$ cat src/rtl/aes_block_sequencer.sv
// aes_block_sequencer: runs one AES block through the T-box custom-instruction unit, fetching round keys from a synchronous key RAM
module aes_block_sequencer #(
  parameter int NR = 10,
  parameter int KAW = 8
) (
  input  logic           clk,
  input  logic           reset,
  input  logic           in_valid,
  output logic           in_ready,
  input  logic           in_decrypt,
  input  logic [KAW-1:0] in_key_base,
  input  logic [127:0]   in_block,
  output logic           out_valid,
  input  logic           out_ready,
  output logic [127:0]   out_block,
  output logic [KAW-1:0] key_addr,
  input  logic [31:0]    key_rdata,
  output logic           ci_clk_en,
  output logic           ci_start,
  output logic [7:0]     ci_n,
  output logic [31:0]    ci_dataa,
  output logic [31:0]    ci_datab,
  input  logic           ci_done,
  input  logic [31:0]    ci_result,
  output logic           busy
);
  localparam int RW = $clog2(NR + 2);
  typedef enum logic [2:0] {IDLE, FA, FB, FC, ISSUE, WAIT, READ, OUT} state_t;
  state_t state_q, state_d;
  logic [RW-1:0] rnd_q, rnd_d, nxt_rnd;
  logic [1:0] sub_q, sub_d, nxt_sub;
  logic [0:3][31:0] din_q, din_d, out_q, out_d;
  logic dec_q, dec_d;
  logic [KAW-1:0] base_q, base_d, key_addr_q, key_addr_d;
  logic [31:0] op_a_q, op_a_d, op_b_q, op_b_d;
  logic [31:0] ci_dataa_q, ci_dataa_d, ci_datab_q, ci_datab_d;
  logic [7:0] ci_n_q, ci_n_d;
  logic ci_start_q, ci_start_d, ci_clk_en_q, ci_clk_en_d, out_valid_q, out_valid_d;

  function automatic logic [7:0] op_of(input logic [RW-1:0] r, input logic [1:0] s, input logic d);
    return int'(r) == 0 ? 8'd1 :
           int'(r) == NR + 1 ? (s == 2'd0 ? 8'd2 : 8'd1) :
           s == 2'd0 ? (int'(r) == 1 ? 8'd3 : 8'd2) :
           int'(r) == NR ? (d ? 8'd7 : 8'd6) : (d ? 8'd5 : 8'd4);
  endfunction

  function automatic logic [KAW-1:0] off_of(input logic [RW-1:0] r, input logic [1:0] s);
    return KAW'(int'(r) == 0 ? int'(s) : 4 * int'(r) + 2 * int'(s));
  endfunction

  function automatic logic fetch_of(input logic [RW-1:0] r, input logic [1:0] s);
    return int'(r) == 0 ? ~s[0] : int'(r) <= NR;
  endfunction

  assign nxt_rnd = (rnd_q == '0 ? sub_q == 2'd3 : sub_q[0]) ? rnd_q + RW'(1) : rnd_q;
  assign nxt_sub = rnd_q == '0 ? sub_q + 2'd1 : sub_q ^ 2'd1;

  always_comb begin
    state_d = state_q;
    rnd_d = rnd_q;
    sub_d = sub_q;
    din_d = din_q;
    out_d = out_q;
    dec_d = dec_q;
    base_d = base_q;
    key_addr_d = key_addr_q;
    op_a_d = op_a_q;
    op_b_d = op_b_q;
    ci_n_d = ci_n_q;
    ci_dataa_d = ci_dataa_q;
    ci_datab_d = ci_datab_q;
    ci_start_d = 1'b0;
    out_valid_d = out_valid_q;
    case (state_q)
      IDLE: if (in_valid) begin
        din_d = in_block;
        dec_d = in_decrypt;
        base_d = in_key_base;
        rnd_d = '0;
        sub_d = '0;
        key_addr_d = in_key_base;
        state_d = FA;
      end
      FA: begin
        key_addr_d = key_addr_q + KAW'(1);
        state_d = FB;
      end
      FB: begin
        op_a_d = key_rdata;
        state_d = FC;
      end
      FC: begin
        op_b_d = key_rdata;
        ci_n_d = op_of(rnd_q, sub_q, dec_q);
        ci_dataa_d = rnd_q == '0 ? din_q[sub_q] ^ op_a_q : op_a_q;
        ci_datab_d = rnd_q == '0 ? '0 : key_rdata;
        ci_start_d = 1'b1;
        state_d = ISSUE;
      end
      ISSUE: state_d = int'(rnd_q) == NR + 1 ? READ : WAIT;
      WAIT: if (ci_done) begin
        rnd_d = nxt_rnd;
        sub_d = nxt_sub;
        if (fetch_of(nxt_rnd, nxt_sub)) begin
          key_addr_d = base_q + off_of(nxt_rnd, nxt_sub);
          state_d = FA;
        end else begin
          ci_n_d = op_of(nxt_rnd, nxt_sub, dec_q);
          ci_dataa_d = nxt_rnd == '0 ? din_q[nxt_sub] ^ op_b_q : '0;
          ci_datab_d = '0;
          ci_start_d = 1'b1;
          state_d = ISSUE;
        end
      end
      READ: if (ci_done) begin
        out_d[sub_q] = ci_result;
        if (sub_q == 2'd3) begin
          out_valid_d = 1'b1;
          state_d = OUT;
        end else begin
          sub_d = sub_q + 2'd1;
          ci_n_d = 8'd1;
          ci_dataa_d = '0;
          ci_datab_d = '0;
          ci_start_d = 1'b1;
          state_d = ISSUE;
        end
      end
      OUT: if (out_ready) begin
        out_valid_d = 1'b0;
        state_d = IDLE;
      end
      default: state_d = IDLE;
    endcase
    ci_clk_en_d = state_d != IDLE && state_d != OUT;
  end

  always_ff @(posedge clk or posedge reset) begin
    if (reset) begin
      state_q <= IDLE;
      rnd_q <= '0;
      sub_q <= '0;
      din_q <= '0;
      out_q <= '0;
      dec_q <= 1'b0;
      base_q <= '0;
      key_addr_q <= '0;
      op_a_q <= '0;
      op_b_q <= '0;
      ci_n_q <= '0;
      ci_dataa_q <= '0;
      ci_datab_q <= '0;
      ci_start_q <= 1'b0;
      ci_clk_en_q <= 1'b0;
      out_valid_q <= 1'b0;
    end else begin
      state_q <= state_d;
      rnd_q <= rnd_d;
      sub_q <= sub_d;
      din_q <= din_d;
      out_q <= out_d;
      dec_q <= dec_d;
      base_q <= base_d;
      key_addr_q <= key_addr_d;
      op_a_q <= op_a_d;
      op_b_q <= op_b_d;
      ci_n_q <= ci_n_d;
      ci_dataa_q <= ci_dataa_d;
      ci_datab_q <= ci_datab_d;
      ci_start_q <= ci_start_d;
      ci_clk_en_q <= ci_clk_en_d;
      out_valid_q <= out_valid_d;
    end
  end

  assign in_ready = state_q == IDLE;
  assign busy = state_q != IDLE && state_q != OUT;
  assign out_valid = out_valid_q;
  assign out_block = out_q;
  assign key_addr = key_addr_q;
  assign ci_clk_en = ci_clk_en_q;
  assign ci_start = ci_start_q;
  assign ci_n = ci_n_q;
  assign ci_dataa = ci_dataa_q;
  assign ci_datab = ci_datab_q;
endmodule
$ cat config.mk
export PLATFORM = sky130hd
export DESIGN_NAME = aes_block_sequencer
export DESIGN_NICKNAME = d
export VERILOG_FILES = /design/src/rtl/aes_block_sequencer.sv
export SDC_FILE = /design/constraint.sdc
export NUM_CORES = 1
export LEC_CHECK = 0
export CAP_MARGIN = 20
export CORE_ASPECT_RATIO = 1.4
export CORE_MARGIN = 10
export CORE_UTILIZATION = 45
export DETAILED_ROUTE_END_ITERATION = 6
export PLACE_DENSITY = 0.79
export SLEW_MARGIN = 10
export SYNTH_ARGS = -nofsm -noshare
export SYNTH_HDL_FRONTEND = slang
export SYNTH_SLANG_ARGS = --single-unit
$ cat constraint.sdc
create_clock -name clk -period 17.8 [get_ports clk]
set_input_delay 2.67 -clock clk [delete_from_list [all_inputs] [get_ports clk]]
set_output_delay 2.67 -clock clk [all_outputs]
set_load 0.03 [all_outputs]
After elaboration in Yosys (flattened, before gate mapping) --
Index checks and enable logic that the tools add are counted.
Word-level totals: flip-flop bits (word level) 421, input port bits 206, output and inout bits 213, logic and storage cells 158
Operators by class: add/subtract/negate cells 5, magnitude comparators 4, equal/unequal tests 24, mux-type cells 73, bitwise operators 6, reductions and logical operators 24
Operator list (number):
- $mux W32 | 14
- $pmux W32 S3 | 2
- $bmux W32 S2 | 2
- $bwmux W128 | 1
- $mux W8 | 11
- $demux W32 S2 | 1
- $xor A32 B32 Y32 | 2
- $pmux W8 S3 | 2
- $mux W3 | 8
- $pmux W3 S8 | 1
- $mux W2 | 10
- $eq A4 B4 Y1 const B | 4
- $logic_not A4 Y1 | 4
- $ne A2 B2 Y1 const B | 8
- $reduce_bool A3 Y1 | 5
- $mux W1 | 13
- $eq A3 B3 Y1 const B | 4
- $mux W4 | 3
- $reduce_and A5 Y1 | 2
- $add A8 B1 Y8 const B | 1
- $add A8 B7 Y8 | 1
- $eq A4 B2 Y1 const B | 2
- $pmux W4 S2 | 1
- $reduce_and A4 Y1 | 2
- 22 further kinds | 32

Longest topological paths before layout --
word-level depth 11, mapped depth 22, mapped depth without buffers 16

Worst setup path after synthesis --
Ideal clock, no wire load.
kind reg-to-reg, start point reg sub_q[1], end point reg key_addr_q[7] (netlist: key_addr[7]), setup time 0.125 ns, data arrival time 4.778 ns, slack 12.897 ns, cell stages (with the launch flop) 22, buffers on the path 6, cells stage by stage dfrtp_1 > buf_2 > buf_1 > clkbuf_1 > inv_1 > ha_1 > clkbuf_1 > nor4bb_1 > buf_2 > a21oi_2 > inv_2 > buf_2 > ha_1 > ha_1 > nor2b_1 > ha_1 > and3_1 > a221o_1 > o41ai_1 > xnor2_1 > a221o_1 > mux2_4
On the way: longest elaborated chain between the ends 9, elaborated cells between the ends (all ways) 16
RTL lines:
- start: declaration | RTL line 31 | logic [1:0] sub_q, sub_d, nxt_sub;
- start signal: assignment | RTL line 159 | sub_q <= sub_d;
- $eq A2 B2 Y1 | RTL line 55 | assign nxt_rnd = (rnd_q == '0 ? sub_q == 2'd3 : sub_q[0]) ? rnd_q + RW'(1) : rnd_q;
- $mux W1 | RTL line 55
- $mux W4 | RTL line 55
- $add A6 B3 Y7 or $logic_not A4 Y1 (tied branches) | RTL line 48, 52
- $mux W7 | RTL line 48 | return KAW'(int'(r) == 0 ? int'(s) : 4 * int'(r) + 2 * int'(s));
- $add A8 B7 Y8 | RTL line 105 | key_addr_d = base_q + off_of(nxt_rnd, nxt_sub);
- $mux W8 | RTL line 104 | if (fetch_of(nxt_rnd, nxt_sub)) begin
- $mux W8 | RTL line 101 | WAIT: if (ci_done) begin
- $pmux W8 S3 | RTL line 74 | case (state_q)
- end signal: assignment | RTL line 164 | key_addr_q <= key_addr_d;
- end: declaration | RTL line 34 | logic [KAW-1:0] base_q, base_d, key_addr_q, key_addr_d;
Several ways; a longest one is shown, not always the timed one. The select of a mux whose other input is x is not followed. A chain may end at the register's enable or synchronous reset.

Final worst setup path --
start point in ci_done, end point reg ci_n_q[2] (netlist: ci_n[2])
On the way: longest elaborated chain between the ends 2, elaborated cells between the ends (all ways) 3
RTL lines:
- start: declaration | RTL line 23 | input logic ci_done,
- $ne A2 B2 Y1 (no source line)
- $reduce_and A5 Y1 (no source line) (*)
- end signal: assignment | RTL line 167 | ci_n_q <= ci_n_d;
- end: declaration | RTL line 37 | logic [7:0] ci_n_q, ci_n_d;
Every way passes the cells marked *; elsewhere a longest branch is shown, timed or not.

==> out/metrics.cfg <==
[synth]
synth_top_family_by_area=multiplexers
yosys.area_share.adder_pct=1.20
synth.distinct_cells=74
async_reset_ff_share_pct=100
syn_area_um2=20500
muxShareOfSynthArea_pct=15.0
synth-simple-area-share_pct=11.8
synth-xor-area-share_pct=1.93
syn_inst=1957
synth-seq-cells=416
synth.avg_cell_area_um2=10.5
synth_compound_area_share_pct=14.6
synth_warnings=0
synth-edff-count=0
dominantRegCellSynth=dfrtp_1
synth-seq-area-share_pct=50.9

[critical_path]
cp_slowest_cell=clkinv_2
crit_path_max_fanout=35
crit_required_ps=18230
crit_family=buffers and inverters
critPathKind=in2reg
critPathBufInv=3
r2r-end=key_addr[7]$_DFFE_PP0P_
ff2ff_setup_slack_ps=12730
r2r-start=rnd_q[1]$_DFFE_PP0P_
cp-startpoint=ci_done
endpoint_kind=flip-flop
critPathMaxStageDelay_ps=760
r2r_cells=15
critPathLaunchType=primary input
crit_arrival_ps=6100
worstPathCellList=clkdlybuf4s50_1 > nand4b_1 > o311a_1 > nand2b_1 > o22ai_2 > nor2_4 > buf_4 > clkinv_2 > mux2_1

[global_route]
grt_max_degree=120
grt_pass1_vias=18265
globalRouteTotalUtil_pct=23.9
grt_pass1_wl_um=104000
grt.overflow.total=0
antenna_found_initial=14

[timing]
worst_pin_slew_ps=1110
rsz0062_at_grt=false
timing.hold.ws_ps=496
timing.fmax_mhz=176
fin_skew_ps=20.5
final.period_utilization_pct=31.8
drv_slew=0
setup-tns-final_ps=0
setup_viol_count_final=0
fin_ws_ps=12130
period_needed_ps=5670
hold_viol=0
relSlewSlack_pct=25.7

[floorplan]
rows=92
coreArea_um2=45000
die_w_um=200
start_util_pct=45.4
die_h_um=272
io_pins=419
die_area_um2=54500

[worst_hold_path]
min_path_type=reg2reg
whs_path_depth=2
min_from=base_q[0]$_DFFE_PP0P_
min_to=base_q[0]$_DFFE_PP0P_

[power]
p_int_mw=3.06
p_sw_mw=2.31
powerDensity_nw_per_um2=202
leakage_nw=11.5
p_seq_share_pct=31.3
p_sw_share_pct=43.0
ir_worst_vdd_v=0.000145
clkPwrFrac_pct=17.8
p_comb_share_pct=50.9

[cts]
clk_pin_slew_worst_paths_ps=60
clkSinkCount=416
cts_tree=done
clock_latency_ps=560
htree_num_levels=2
cts_buffers=43
cts_setup_buffers=0
clockBufferDepth=3
cts_hold_buf=0
clockRootBuffer=clkbuf_16
cts_resized=0

[drt]
vias=16989
drt_wl_total_um=67000
drtAntennaViolNets=0
drtPass1Iterations=5
drtIter0Drc=1179
drc_errors=0
via_per_inst=5.77
wl_per_cell_um=22.8

[finish]
layout-drive-gt1-share_pct=16.0
layout.nets=2522
final_common_cell=dfrtp_1
area_delta_synth_final_pct=29.8
utilization_pct=59.0
final_cell_mix=dfrtp_1, clkdlybuf4s50_1, nand2_1

[placement]
dp_worst_setup_slack_ps=11640
port_buffers=413
gp_congestion=0.838
dp_hpwl_um=44000

[flow_run]
cap_viol_max_count=0

[run_status]
status=finished, final reports clean

==> sequential cells by signal, summed over array words and instances, names as in the netlist <==
signal and flops:
ci_start 1, sub_q 2, ci_n 3, ci_datab 32
ci_clk_en 1, rnd_q 4, base_q 8, out_block 128
state_q 3, key_addr 8, op_b_q 32, din_q 128
op_a_q 32, out_valid 1, dec_q 1, ci_dataa 32
==> worst max-delay path by stage <==
| stage | endpoint | slack (ps) | depth (start not counted) |
|---|---|---|---|
| floorplan | base_q[0]$_DFFE_PP0P_ | 3550 | 1 |
| detailed placement | ci_n[2]$_DFFE_PP0P_ | 11640 | 9 |
| global placement | ci_n[2]$_DFFE_PP0P_ | 11730 | 9 |
| CTS | ci_n[2]$_DFFE_PP0P_ | 12220 | 9 |
| global route | ci_n[2]$_DFFE_PP0P_ | 12010 | 9 |
| finish | ci_n[2]$_DFFE_PP0P_ | 12130 | 9 |
==> routing by layer <==
metal	GRT usage, %	part of all wire [%]	vias up
li1	-	-	7541
met1	25.9	36	8497
met2	41.1	50	762
met3	8.61	10	173
met4	10.8	3.9	16
met5	0	0.14	-
==> cells in the mapped netlist, types with 31 or more instances <==
library cell / n / area share [%]
clkbuf_1: 86 / 1.6
inv_1: 74 / 1.4
xor2_1: 36 / 1.5
o21ai_1: 41 / 1.0
o21ai_0: 108 / 2.6
mux2_2: 192 / 11
dfrtp_1: 416 / 51
nor3_1: 39 / 0.95
a21oi_1: 31 / 0.76
mux4_2: 32 / 3.5
nand3_1: 49 / 1.2
a2bb2oi_1: 32 / 1.4
nor2_1: 53 / 0.97
o21a_1: 33 / 1.2
nand2_1: 390 / 7.2
a211oi_1: 124 / 4.6
==> cell type report <==
type | instances | area [µm²]
fill | 3655 | 18500
sequential | 416 | 10400
multi-input combinational | 1321 | 9210
timing repair buffer | 437 | 4350
clock buffer | 54 | 1210
tap | 611 | 764
inverter | 78 | 302
clock inverter | 20 | 273
antenna | 6 | 15.0
==> worst reg2reg max path, delay by kind of cell (launching register included) <==
kind	cells	cell delay, ps
buffers and inverters	2	290
AND/OR/NAND/NOR	3	1330
XOR/XNOR	1	120
AO/OA/AOI/OAI	4	1310
flip-flops	1	590
multiplexers	1	260
adder cells (fa/ha/maj)	4	1060
==> logic make-up after synthesis <==
group / Yosys count
fa+ha+maj: 19
flops: 416
other cells: 1
xor+xnor: 45
simple gates: 574
buf+inv: 224
compound gates: 438
mux: 240
==> stage by stage <==
stage                     total power, mW  area, µm²  std cells
after global routing                 5.68      26500       2943
final                                5.36      26500       2943
after CTS                            5.37      26500       2935
after floorplan                      3.46      20500       1961
after global placement               4.28      25000       2861
after detailed placement             4.39      25000       2861
==> power groups by stage <==
stage	combinational [mW]	sequential [mW]	clock, mW
2_1_floorplan	1.54	1.91	0
3_3_place_gp	2.63	1.65	0
3_5_place_dp	2.71	1.68	0
4_1_cts	2.73	1.67	0.974
5_1_grt	2.95	1.72	1.01
6_report	2.73	1.68	0.956
No activity file was read; power rests on OpenSTA's default activity.
